File: src/rtl/tohost_mailbox.sv
// Captures riscv-tests tohost stores, decodes pass/fail/test number, runs a
// cycle watchdog and presents a single result record over valid/ready.
module tohost_mailbox #(
  parameter logic [31:0] TOHOST_ADDR    = 32'h0000_1000,
  parameter int unsigned TIMEOUT_CYCLES = 5000,
  parameter int unsigned CNT_W          = 32
) (
  input  logic             clk,
  input  logic             rst,
  input  logic             wr_en,
  input  logic [31:0]      wr_addr,
  input  logic [31:0]      wr_data,
  input  logic [3:0]       wr_strb,
  output logic             wr_ready,
  output logic             result_valid,
  input  logic             result_ready,
  output logic             result_pass,
  output logic             result_timeout,
  output logic [30:0]      result_testnum,
  output logic [CNT_W-1:0] cycle_count,
  output logic             halted
);

  localparam logic [CNT_W-1:0] CNT_MAX      = '1;
  localparam logic [CNT_W-1:0] TIMEOUT_LAST = CNT_W'(TIMEOUT_CYCLES - 1);

  typedef enum logic [1:0] {
    RUN    = 2'd0,
    REPORT = 2'd1,
    HALT   = 2'd2
  } state_t;

  state_t           state_q, state_d;
  logic [CNT_W-1:0] cnt_q, cnt_d;
  logic             pass_q, pass_d;
  logic             timeout_q, timeout_d;
  logic [30:0]      testnum_q, testnum_d;
  logic             valid_q, halted_q, wr_ready_q;

  logic hit_c;
  logic expire_c;

  // Only a full-word store with bit 0 set ends the test; even values are syscalls.
  assign hit_c    = wr_en && (wr_addr == TOHOST_ADDR) && (wr_strb == 4'hF) && wr_data[0];
  assign expire_c = (cnt_q == TIMEOUT_LAST);

  // Next-state, counter and record capture.
  always_comb begin
    state_d   = state_q;
    cnt_d     = cnt_q;
    pass_d    = pass_q;
    timeout_d = timeout_q;
    testnum_d = testnum_q;
    unique case (state_q)
      RUN: begin
        if (cnt_q != CNT_MAX) begin
          cnt_d = cnt_q + CNT_W'(1);
        end
        if (hit_c) begin
          pass_d    = (wr_data == 32'd1);
          timeout_d = 1'b0;
          testnum_d = (wr_data == 32'd1) ? 31'd0 : wr_data[31:1];
          cnt_d     = cnt_q;
          state_d   = REPORT;
        end else if (expire_c) begin
          pass_d    = 1'b0;
          timeout_d = 1'b1;
          testnum_d = 31'd0;
          cnt_d     = cnt_q;
          state_d   = REPORT;
        end
      end
      REPORT: begin
        if (result_ready) begin
          state_d = HALT;
        end
      end
      HALT: begin
        state_d = HALT;
      end
      default: begin
        state_d = RUN;
      end
    endcase
  end

  // State and registered outputs; wr_ready rises on the first edge out of reset.
  always_ff @(posedge clk or negedge rst) begin
    if (!rst) begin
      state_q    <= RUN;
      cnt_q      <= '0;
      pass_q     <= 1'b0;
      timeout_q  <= 1'b0;
      testnum_q  <= 31'd0;
      valid_q    <= 1'b0;
      halted_q   <= 1'b0;
      wr_ready_q <= 1'b0;
    end else begin
      state_q    <= state_d;
      cnt_q      <= cnt_d;
      pass_q     <= pass_d;
      timeout_q  <= timeout_d;
      testnum_q  <= testnum_d;
      valid_q    <= (state_d == REPORT);
      halted_q   <= (state_d == HALT);
      wr_ready_q <= 1'b1;
    end
  end

  assign wr_ready       = wr_ready_q;
  assign result_valid   = valid_q;
  assign result_pass    = pass_q;
  assign result_timeout = timeout_q;
  assign result_testnum = testnum_q;
  assign cycle_count    = cnt_q;
  assign halted         = halted_q;

endmodule

File: config.mk
export PLATFORM = sky130hd
export DESIGN_NAME = tohost_mailbox
export DESIGN_NICKNAME = d
export VERILOG_FILES = /design/src/rtl/tohost_mailbox.sv
export SDC_FILE = /design/constraint.sdc
export NUM_CORES = 1
export LEC_CHECK = 0
export BUFFER_PORTS_ARGS = -buffer_cell sky130_fd_sc_hd__buf_2
export CAP_MARGIN = 20
export CORE_UTILIZATION = 51
export CTS_CLUSTER_DIAMETER = 80
export DETAILED_ROUTE_END_ITERATION = 16
export MAX_ROUTING_LAYER = met4
export PLACE_DENSITY = 0.95
export SLEW_MARGIN = 20
export SYNTH_ARGS = -nofsm -noshare
export SYNTH_HDL_FRONTEND = slang
export SYNTH_SLANG_ARGS = --single-unit
File: constraint.sdc
create_clock -name clk -period 4.3 [get_ports clk]
set_clock_uncertainty 0.2 [all_clocks]
set_input_delay 1.075 -clock clk [delete_from_list [all_inputs] [get_ports clk]]
set_output_delay 1.075 -clock clk [all_outputs]
set_load 0.03 [all_outputs]
==> results by group <==
CTS
  • # H-tree levels: 3
  • Clk Tree Root Cell: clkbuf_8
  • Worst-path clk slew: 0.07 ns
  • Post-CTS Resized: 0
  • Hold-fix buffers, CTS: 0
  • CTS tree: done
  • Clk sinks: 70
  • TritonCTS Buffers: 9
  • Maximum clock insertion buffer count: 2
  • Post CTS Setup Buffer Count: 0
  • Clock Latency Late Sink: 0.33 ns

Die
  • Starting Density: 54.1%
  • Core area: 6060 um^2
  • Cell Rows: 28
  • DIE HEIGHT: 82.2 um
  • Die Wd: 82.2 um
  • Die Area: 6750 um^2
  • I/O pin cnt: 140

Worst setup path
  • CP Launch Type: primary input
  • Critical Path AT: 3.09 ns
  • CP Class: in2reg
  • Critical path's slowest cell: nor4b_1
  • CP Max Fanout: 33
  • Crit-path leading delay family: simple AND/OR/NAND/NOR gates
  • Crit path cell chain: buf_2 > nor4b_1 > nand4_1 > nor3_1 > or2_1 > buf_4 > nand2_2 > a22o_1
  • Largest stage delay on the critical path: 0.42 ns
  • Buf/Inv on CP: 2
  • Crit end category: flop
  • Worst Path Required: 4.31 ns

Synthesis
  • Largest family of logic cells by synthesized area: simple AND/OR/NAND/NOR gates
  • Post-synthesis mux area share: 0.344%
  • Mapped cell area: 3280 um^2
  • Yosys warnings: 0
  • Synth Area in Adders: 0.382%
  • Syn avg cell area: 11.4 um^2
  • Synth Area in XOR/XNOR: 8.29%
  • Complex-gate fraction of the synthesized area: 9.47%
  • Top_reg_cell synth: dfrtp_1
  • Most common cell in the netlist: dfrtp_1
  • Syn nets: 360
  • List of most frequent post-synthesis cells: dfrtp_1, a22o_1, nor4_1, nand3_1, nand4_1
  • Register area share after synthesis: 53.5%
  • Yosys cell types: 39
  • Number of synthesized flops with an enable pin: 0
  • Yosys top cell area share: 53.5%
  • Synth Area in Simple Gates: 25.4%
  • Gate Count Post-Synth: 287
  • Post-synthesis register bit count: 70
  • Synth area leader: dfrtp_1
  • FFs w/ async S/R, synth: 100%
  • Largest cells by area after synthesis: dfrtp_1, a22o_1, xnor2_1

Timing
  • Final Hold Fails: 0
  • TNS Setup: 0 ns
  • Slew Viols, Final: 0
  • Worst-margin pin slew: 0.876 ns
  • F_max: 324 MHz
  • Max_slew headroom: 41.4%
  • # setup viols final: 0
  • RSZ-0062 raised after global routing: false
  • Final period util: 71.7%
  • Tmin final: 3.08 ns

Placement
  • Gpl congestion: 0.819
  • Final HPWL DP: 6510 um
  • IO buf count: 139

Route
  • Via count: 3004
  • Routed vias/inst: 5.90
  • 1st-iter DRT viols: 124
  • Per-cell routed wire length: 16.8 um
  • Drt drc: 0
  • DRT Wirelength: 8550 um
  • Antenna Nets Post-Route: 0
  • First-pass iteration count of the detailed router: 4

Finish
  • Antenna cells: 0
  • Final nets: 502
  • Layout cells sized above 1: 39.6%
  • Layout Utilization: 69.7%
  • Area of the multi-input gates: 1440 um^2
  • Reg area: 1750 um^2
  • Filler cell count in the final layout: 464
  • Area delta synth->final: 28.9%

Global route
  • Largest net degree at the start of global routing: 39
  • Total global routing overflow: 0
  • GRT Util Overall: 26.4%
  • Initial antenna violation count: 0
  • Vias in the first global route: 2646
  • Global-route wire length before repair: 13000 um

Job
  • Max-Cap Viols: 0

Outcome
  • Outcome: finished, final reports clean

Pwr
  • PD cells: 293 nW/um^2
  • Leak: 0.00201 uW
  • VDD IR max: 0.215 mV

Worst hold path
  • Min-delay worst type: reg2reg
-- worst paths after layout --
check | from | endpoint | slack, ns | cells after the start
hold / removal | result_testnum[20] | result_testnum[20] | 0.31 | 1
setup reg to reg | cycle_count[26] | result_testnum[28] | 1.49 | 7
max in group asynchronous | rst | cycle_count[4] | 2.33 | 2
hold reg to reg | result_testnum[20] | result_testnum[20] | 0.31 | 1
setup / recovery | wr_addr[15] | result_testnum[28] | 1.22 | 8
min in group asynchronous | rst | wr_ready | 0.64 | 1
-- cell usage in the layout, fill, tap and decap left out, drive strengths merged --
| master | n |
|---|---|
| a211oi | 2 |
| a21oi | 1 |
| a22o | 32 |
| and2 | 1 |
| and2b | 1 |
| and3 | 3 |
| and4 | 2 |
| and4b | 1 |
| buf | 143 |
| bufinv | 1 |
| clkbuf | 10 |
| clkinv | 4 |
| clkinvlp | 1 |
| conb | 1 |
| dfrtp | 70 |
| ha | 1 |
| inv | 3 |
| mux2 | 1 |
| nand2 | 15 |
| nand3 | 21 |
| nand4 | 21 |
| nor2 | 14 |
| nor3 | 14 |
| nor3b | 1 |
| nor4 | 27 |
| nor4b | 6 |
| o21ai | 2 |
| or2 | 3 |
| or3 | 1 |
| xnor2 | 17 |
| xor2 | 14 |
-- worst reg2reg max path, cell delays in order, from the launching register on --
cell and delay (ns):
dfrtp_1 0.46, nor4_1 0.36, nand3_1 0.17, nor3_1 0.36
or2_1 0.15, buf_4 0.21, nand2_2 0.38, a22o_1 0.40
-- cells by family (layout without fill, tap and decap cells) --
family / after synthesis / in the layout
AND/OR/NAND/NOR: 131 / 131
flip-flops: 70 / 70
AO/OA/AOI/OAI: 37 / 37
XOR/XNOR: 31 / 31
buffers and inverters: 15 / 162
adder cells (fa/ha/maj): 1 / 1
other: 1 / 1
multiplexers: 1 / 1
-- area by class of cell --
type,instances,share of cell area [%]
flip-flops and latches,70,41.5
clock buffers,10,3.26
clock inverters,6,1.45
inverters,3,0.267
repair buffers,143,17.2
multi-input cells,202,34.1
well taps,75,2.22
-- layer usage --
layer	vias to the layer above	track usage [%]	wire length, um
met5	-	-	0
met4	0	6.32	62
met3	8	6.26	735
met2	150	43.2	4370
met1	1472	33.1	3390
li1	1374	-	-
-- flip-flops by register name (all words and copies together) (netlist names) --
name and flops:
result_testnum 31, result_pass 1, result_timeout 1, wr_ready 1
state_q 2, result_valid 1, halted 1, cycle_count 32
-- power by group --
part	switching, uW	total, uW	leakage [uW]	internal (uW)
clock network	238	520	0.000102	282
logic	30.5	56.9	0.00101	26.3
registers	0.0735	658	0.000892	658
-- per-stage QoR --
stage	setup WS (ns)	std cells	hold WS (ns)	cell area (um^2)	power [uW]
5_1_grt	0.960	509	0.317	4220	1290
6_report	1.22	509	0.306	4220	1240
3_3_place_gp	0.922	493	0.282	4020	727
2_1_floorplan	1.59	287	0.264	3280	677
4_1_cts	1.21	509	0.307	4220	1250
3_5_place_dp	0.859	493	0.290	4020	729
Note: power is estimated with default switching activity, not from simulation.
